[src/rtl/uart_tx_arbiter_pkg.sv]
// Shared UART arbiter definitions: FSM encoding and default sizing.
package uart_tx_arbiter_pkg;

  localparam int UART_NUM_REQ_DEF = 4;
  localparam int UART_TO_W_DEF    = 18;
  localparam int OWNER_W          = 3;

  typedef enum logic [1:0] {
    ST_IDLE      = 2'd0,
    ST_LAUNCH    = 2'd1,
    ST_WAIT_DONE = 2'd2
  } arb_state_e;

endpackage

[src/rtl/uart_tx_arbiter_rr_picker.sv]
// Round-robin requester picker: first set request bit above last_grant, wrapping.
module rr_picker
  import uart_tx_arbiter_pkg::*;
#(
  parameter int NUM_REQ = UART_NUM_REQ_DEF
) (
  input  logic [NUM_REQ-1:0] req,
  input  logic [OWNER_W-1:0] last_grant,
  output logic               valid,
  output logic [OWNER_W-1:0] winner
);

  int                 w_idx;
  logic [NUM_REQ-1:0] w_shifted;

  always_comb begin
    valid     = 1'b0;
    winner    = '0;
    w_idx     = 0;
    w_shifted = '0;
    for (int k = 1; k <= NUM_REQ; k++) begin
      w_idx = int'(last_grant) + k;
      if (w_idx >= NUM_REQ) w_idx = w_idx - NUM_REQ;
      // Shift instead of indexing so the candidate bit lands at position 0.
      w_shifted = req >> w_idx;
      if (!valid && w_shifted[0]) begin
        valid  = 1'b1;
        winner = OWNER_W'(w_idx);
      end
    end
  end

endmodule

[src/rtl/uart_tx_arbiter.sv]
// Shares one UART transmitter among NUM_REQ requesters with round-robin grants and a completion watchdog.
module uart_tx_arbiter
  import uart_tx_arbiter_pkg::*;
#(
  parameter int NUM_REQ = UART_NUM_REQ_DEF,
  parameter int TO_W    = UART_TO_W_DEF
) (
  input  logic                 clk,
  input  logic                 rst_n,
  input  logic                 arb_en,
  input  logic [NUM_REQ-1:0]   req,
  input  logic [NUM_REQ*8-1:0] req_data,
  output logic [NUM_REQ-1:0]   gnt,
  output logic                 tx_start,
  output logic [7:0]           tx_data,
  output logic                 tx_en,
  input  logic                 tx_done,
  input  logic                 tx_busy,
  output logic [OWNER_W-1:0]   owner,
  output logic                 active,
  output logic                 err
);

  arb_state_e         r_state;
  arb_state_e         w_state_nxt;
  logic [OWNER_W-1:0] r_last;
  logic [OWNER_W-1:0] r_owner;
  logic [7:0]         r_tx_data;
  logic [TO_W-1:0]    r_wd;

  logic               w_pick_valid;
  logic [OWNER_W-1:0] w_pick_idx;
  logic [7:0]         w_pick_byte;
  logic               w_launch;
  logic               w_finish;
  logic               w_wd_full;
  logic [NUM_REQ-1:0] w_onehot;

  rr_picker #(
    .NUM_REQ(NUM_REQ)
  ) u_rr_picker (
    .req       (req),
    .last_grant(r_last),
    .valid     (w_pick_valid),
    .winner    (w_pick_idx)
  );

  assign w_pick_byte = 8'(req_data >> {w_pick_idx, 3'b000});
  assign w_launch    = (r_state == ST_IDLE) && arb_en && w_pick_valid && !tx_busy;
  assign w_wd_full   = &r_wd;
  assign w_finish    = (r_state == ST_WAIT_DONE) && (tx_done || w_wd_full);
  assign w_onehot    = NUM_REQ'(1) << r_owner;
  assign tx_data     = r_tx_data;
  assign owner       = r_owner;

  always_ff @(posedge clk or negedge rst_n) begin
    if (!rst_n) begin
      r_state   <= ST_IDLE;
      r_last    <= OWNER_W'(NUM_REQ - 1);
      r_owner   <= '0;
      r_tx_data <= '0;
      r_wd      <= '0;
    end else begin
      r_state <= w_state_nxt;
      if (w_launch) begin
        r_owner   <= w_pick_idx;
        r_tx_data <= w_pick_byte;
      end
      // The watchdog saturates at all-ones; that value itself ends the frame.
      if (r_state == ST_LAUNCH) begin
        r_wd <= '0;
      end else if (r_state == ST_WAIT_DONE && !w_wd_full) begin
        r_wd <= r_wd + TO_W'(1);
      end
      if (w_finish) r_last <= r_owner;
    end
  end

  always_comb begin
    w_state_nxt = r_state;
    gnt         = '0;
    tx_start    = 1'b0;
    tx_en       = 1'b0;
    active      = 1'b0;
    err         = 1'b0;
    case (r_state)
      ST_IDLE: begin
        if (w_launch) w_state_nxt = ST_LAUNCH;
      end
      ST_LAUNCH: begin
        gnt         = w_onehot;
        tx_start    = 1'b1;
        tx_en       = 1'b1;
        active      = 1'b1;
        w_state_nxt = ST_WAIT_DONE;
      end
      ST_WAIT_DONE: begin
        tx_en  = 1'b1;
        active = 1'b1;
        // A done arriving with the timeout wins, so no error is flagged.
        if (tx_done) begin
          w_state_nxt = ST_IDLE;
        end else if (w_wd_full) begin
          err         = 1'b1;
          w_state_nxt = ST_IDLE;
        end
      end
      default: w_state_nxt = ST_IDLE;
    endcase
  end

endmodule

[config.mk]
export PLATFORM = sky130hd
export DESIGN_NAME = uart_tx_arbiter
export DESIGN_NICKNAME = d
export VERILOG_FILES = /design/src/rtl/uart_tx_arbiter_pkg.sv /design/src/rtl/uart_tx_arbiter_rr_picker.sv /design/src/rtl/uart_tx_arbiter.sv
export SDC_FILE = /design/constraint.sdc
export NUM_CORES = 1
export LEC_CHECK = 0
export ABC_AREA = 1
export CORE_AREA = 4 4 72 74
export CTS_CLUSTER_DIAMETER = 40
export DETAILED_ROUTE_END_ITERATION = 10
export DIE_AREA = 0 0 76 78
export PLACE_DENSITY = 0.84
export SYNTH_ARGS = -nofsm -noshare
export SYNTH_HDL_FRONTEND = slang
export SYNTH_SLANG_ARGS = --single-unit
[constraint.sdc]
create_clock -name clk -period 7 [get_ports clk]
set_clock_uncertainty 0.05 [all_clocks]
set_input_delay 1.05 -clock clk [delete_from_list [all_inputs] [get_ports clk]]
set_output_delay 1.05 -clock clk [all_outputs]
set_load 0.005 [all_outputs]
Word level (Yosys, flattened, before mapping)
Cells that the tools add are included.
W data, S select, Z words.
Word-level totals
  register bits: 34
  bits in latches: 0
  bits in writable memories: 0
  bits in read-only memories: 0
  input port bits: 41
  output and inout bits: 19
  logic and storage cells: 71
  memories kept: 0
Cells by class
  add/subtract/negate cells: 9
  multipliers: 0
  div/mod/pow operators: 0
  magnitude comparators: 4
  eq/ne operators: 4
  shift operators: 6
  multiplexer cells: 24
  bitwise operators: 0
  reductions and logical operators: 19
Operators by type and width (count)
  $ge A32 B4 Y1 const B: 4
  $mux W32: 4
  $shr A4 B32 Y1: 4
  $sub A32 B4 Y32 const B: 4
  $mux W18: 2
  $shr A32 B6 Y8: 1
  $add A18 B1 Y18 const B: 1
  $reduce_and A18 Y1: 1
  $mux W3: 4
  $mux W1: 9
  $add A3 B2 Y4 const B: 2
  $logic_and A1 B1 Y1: 8
  $mux W2: 3
  $pmux W2 S3: 1
  $logic_not A1 Y1: 5
  $add A3 B1 Y4 const B: 1
  $add A3 B3 Y4 const B: 1
  $mux W4: 1
  $shl A1 B3 Y4 const A: 1
  $ne A3 B3 Y1 const B: 1
  $eq A2 B1 Y1 const B: 1
  $eq A2 B2 Y1 const B: 1
  $logic_not A2 Y1: 1
  $ne A2 B2 Y1 const B: 1
  other kinds (4): 4

Longest topological paths before layout
  word-level depth: 18
  mapped depth: 17
  depth with buffers taken out: 15

Cells and area by module
From an unflattened synthesis, not the netlist that was laid out.
Second synthesis, totals
  cells, all modules: 361
  area total of the unflattened synthesis: 2556.2 um2
Modules (own cells, without submodules)
  uart_tx_arbiter: instances 1, cells an instance 279, area an instance 2075.7 um2, seq. area each 853.3 um2
  rr_picker: instances 1, cells an instance 82, area an instance 480.5 um2, seq. area each 0.0 um2

Worst setup path before layout
OpenSTA, ideal clock, no wires.
  path kind: register to output
  from: register r_wd[0]
  to: output port err
  arrival time: 1.471 ns
  data required time: 5.900 ns
  path slack: 4.429 ns
  cell stages (with the launch flop): 8
  path buffers: 0
  cells stage by stage: dfrtp_1 -> ha_1 -> inv_1 -> nor2_1 -> nand4_1 -> nor3b_1 -> nand2_1 -> nor4_1
On the way
  cells in the longest elaborated chain, start to end: 4
Ends and longest elaborated chain
  start: declaration: line uart_tx_arbiter.sv:29  | logic [TO_W-1:0] r_wd;
  start signal: assignment: line uart_tx_arbiter.sv:73  | r_wd <= r_wd + TO_W'(1);
  $reduce_and A18 Y1: line uart_tx_arbiter.sv:50  | assign w_wd_full = &r_wd;
  $mux W1: line uart_tx_arbiter.sv:103  | end else if (w_wd_full) begin
  $mux W1: line uart_tx_arbiter.sv:101  | if (tx_done) begin
  $mux W1: line uart_tx_arbiter.sv:86  | case (r_state)
  end: declaration: line uart_tx_arbiter.sv:21  | output logic err
Every way passes these cells.

Worst setup path in the final report
Ends and elaborated chain as after synthesis.

==> qor.csv <==
metric;value;unit
status;finished clean;
FF-to-FF End;tx_data[2]$_DFFE_PN0P_;
min Tclk post-route;3.55;ns
most frequent cells in the layout;nand2_1 (108), inv_1 (65), clkdlybuf4s50_1 (59);
achievable frequency;282;MHz
critical path type;flip-flop to output port;
kind of cell adding the most delay to the critical path;simple AND/OR/NAND/NOR gates;
area leader, netlist;dfrtp_1;
hold path depth;2;
ANT nets after route;0;
Worst path depth;8;
worst hold path class;flip-flop to flip-flop;
H-tree lvl count;2;
vias in the first global route;2313;
Synth Area per Inst;6.54;sq um
fill cell count;428;
area taken by multi-input logic gates;1170;sq um
Critical path destination;err;
unrepaired setup endpoints after global routing;no;
Routed WL;5770;um
cts hold-fix bufs;0;
DR vias/cell;5.08;
Cell Chain, Critical Path;ha_1, inv_1, nor2_1, nand4_1, nor3b_1, nand2_1, nor4_1, clkdlybuf4s50_1;
fraction of layout cells with a size suffix above 1;5.02;%
Crit path buffers/inverters;2;
flops & latches, synth;34;
final setup fails;0;
Final Slew Violations;0;
routed len/inst;12.2;um
flop2flop setup slack;4.34;ns
worst slew pin tran;0.531;ns
Max-Slew Margin vs Limit;64.6;%
IO Port Bufs;59;
worst reg2reg path startpoint;r_last[0]$_DFFE_PN1P_;
final core utilization;66.2;%
FF-to-FF path depth;14;
share of the synthesized area in the top cell type;34.1;%
worst setup path start;r_wd[0]$_DFFE_PN0P_;
initial antenna violation count;0;
row count;25;
Ant. Diodes;0;
commonest non-fill, non-tap cell in the layout;nand2_1;
Sequential Area;853;sq um
HPWL Detailed;4350;um
drc violations;0;
routed vias;2398;
global-route wire length before repair;10300;um
Slowest cell on crit path;clkdlybuf4s50_1;
total grt overflow;0;
worst skew pair latency;0.29;ns
Critical Path AT;2.45;ns
register area share after synthesis;36.4;%
initial core utilization;51.0;%
Syn Std Cell Area;2350;sq um
first-pass detailed-route iteration total;4;
Leakage;1.50;nW
largest net degree at the start of global routing;35;
synthesized net count;406;
setup bufs post-CTS;0;
clock buffer depth;2;
Crit. End Element;output port;
Core Box Area;4600;sq um
Final WS setup;3.45;ns
CTS tree;done;
post-synth cell types;24;
I/O pin total;60;
Clk pin slew, worst setup/hold paths;0.06;ns
Final #Nets;464;
Area contributors post-synth;dfrtp_1 (34%), nand2_1 (17%), inv_1 (10%), nand3_1 (9.6%), o21ai_0 (5.1%);
pwr/cell area;384;nW/um^2
Worst path max stage delay;0.55;ns
Die Ht;78;um
die width;76;um
synth warn;0;
Final Hold Vio Count;0;
area grow syn2layout;29.7;%
pre-CTS setup slack;3.60;ns
clk root buf;clkbuf_8;
hold_ws;0.430;ns
DRT iter0 DRCs;95;
Setup TNS;0;ns
GP Congestion;0.877;
max_cap viols;0;
Syn Inst Count;359;
gr usage total;20.7;%
number of buffers created by CTS;5;
Startpoint Class;flip-flop;
Critical Path RT;5.90;ns
Num Clock Sinks;34;
crit path max fanout;5;
period utilization;50.7;%
Worst VDD drop;0.172;mV
die area;5930;sq um
post_cts resized;0;
[metal layers]
layer | global-route usage, % | vias up | wire length [um]
met5 | 0 | - | 0
met4 | 6.58 | 0 | 47
met3 | 5.34 | 6 | 350
met2 | 33.3 | 70 | 2620
met1 | 27.1 | 1074 | 2750
li1 | - | 1248 | -
[registers in the layout, summed over array words and instances, names as in the netlist]
register  count
tx_data       8
r_last        3
owner         3
r_state       2
r_wd         18
[report_power, final]
| group | total (mW) | leakage, nW | internal [mW] | switching (mW) |
|---|---|---|---|---|
| clock | 0.146 | 0.0482 | 0.0792 | 0.0665 |
| combinational | 0.737 | 1.00 | 0.283 | 0.454 |
| sequential | 0.285 | 0.450 | 0.246 | 0.0396 |
[worst min-delay path by stage]
stage | endpoint | slack, ns | start
2_1_floorplan | r_wd[2]$_DFFE_PN0P_ | 0.40 | r_wd[2]$_DFFE_PN0P_
3_3_place_gp | tx_data[1]$_DFFE_PN0P_ | 0.41 | tx_data[1]$_DFFE_PN0P_
3_5_place_dp | tx_data[2]$_DFFE_PN0P_ | 0.42 | tx_data[2]$_DFFE_PN0P_
4_1_cts | tx_data[2]$_DFFE_PN0P_ | 0.44 | tx_data[2]$_DFFE_PN0P_
5_1_grt | tx_data[5]$_DFFE_PN0P_ | 0.45 | tx_data[5]$_DFFE_PN0P_
6_report | tx_data[2]$_DFFE_PN0P_ | 0.43 | tx_data[2]$_DFFE_PN0P_
[kinds of logic after synthesis]
kind of cell / after synthesis / synth area share [%]
adders and majority gates: 6 / 3.20
DFF: 34 / 36.4
buffers and inverters: 78 / 13.6
AOI/OAI and AO/OA: 36 / 8.00
and+or+nand+nor: 205 / 38.9
[per-stage QoR]
| stage | total power [mW] | cell area (sq um) | cells |
|---|---|---|---|
| floorplan | 0.813 | 2350 | 359 |
| detailed placement | 1.02 | 2950 | 464 |
| global route | 1.29 | 3040 | 472 |
| finish | 1.17 | 3040 | 472 |
| global placement | 1.00 | 2950 | 464 |
| CTS | 1.17 | 3040 | 472 |
[worst reg2reg max path, cell delays in order, from the launching register on]
cell     delay, ns
dfstp_2       0.64
inv_2         0.09
ha_1          0.36
inv_1         0.10
nand3_1       0.12
nand3_2       0.13
nand2_1       0.07
nor3_1        0.13
nor2_1        0.07
nand2_1       0.31
inv_2         0.16
nand3_1       0.11
nand2_1       0.08
nand2_1       0.07
nand2_1       0.06
[cell usage after synthesis]
master	count
a31oi_1	1
nand2_1	108
nand3_2	3
a21oi_1	9
buf_4	2
inv_2	4
clkbuf_1	2
nor2_1	19
inv_1	65
ha_1	6
dfrtp_1	32
o21ai_2	1
nand4_1	6
nor3b_1	2
nand2_2	1
nand2_4	2
buf_6	2
nor3_1	16
nand3_1	45
dfstp_2	2
buf_2	3
o21ai_0	24
nor4_1	3
o21a_1	1
[final cells by class]
cell class | count | area share [%]
Clock buffer | 7 | 2.84
Clock inverter | 1 | 0.164
Tap cell | 54 | 2.22
Inverter | 69 | 8.51
Multi-Input combinational cell | 247 | 38.6
Timing Repair Buffer | 60 | 19.6
Sequential cell | 34 | 28.0
No activity file was read; power rests on OpenSTA's default activity.
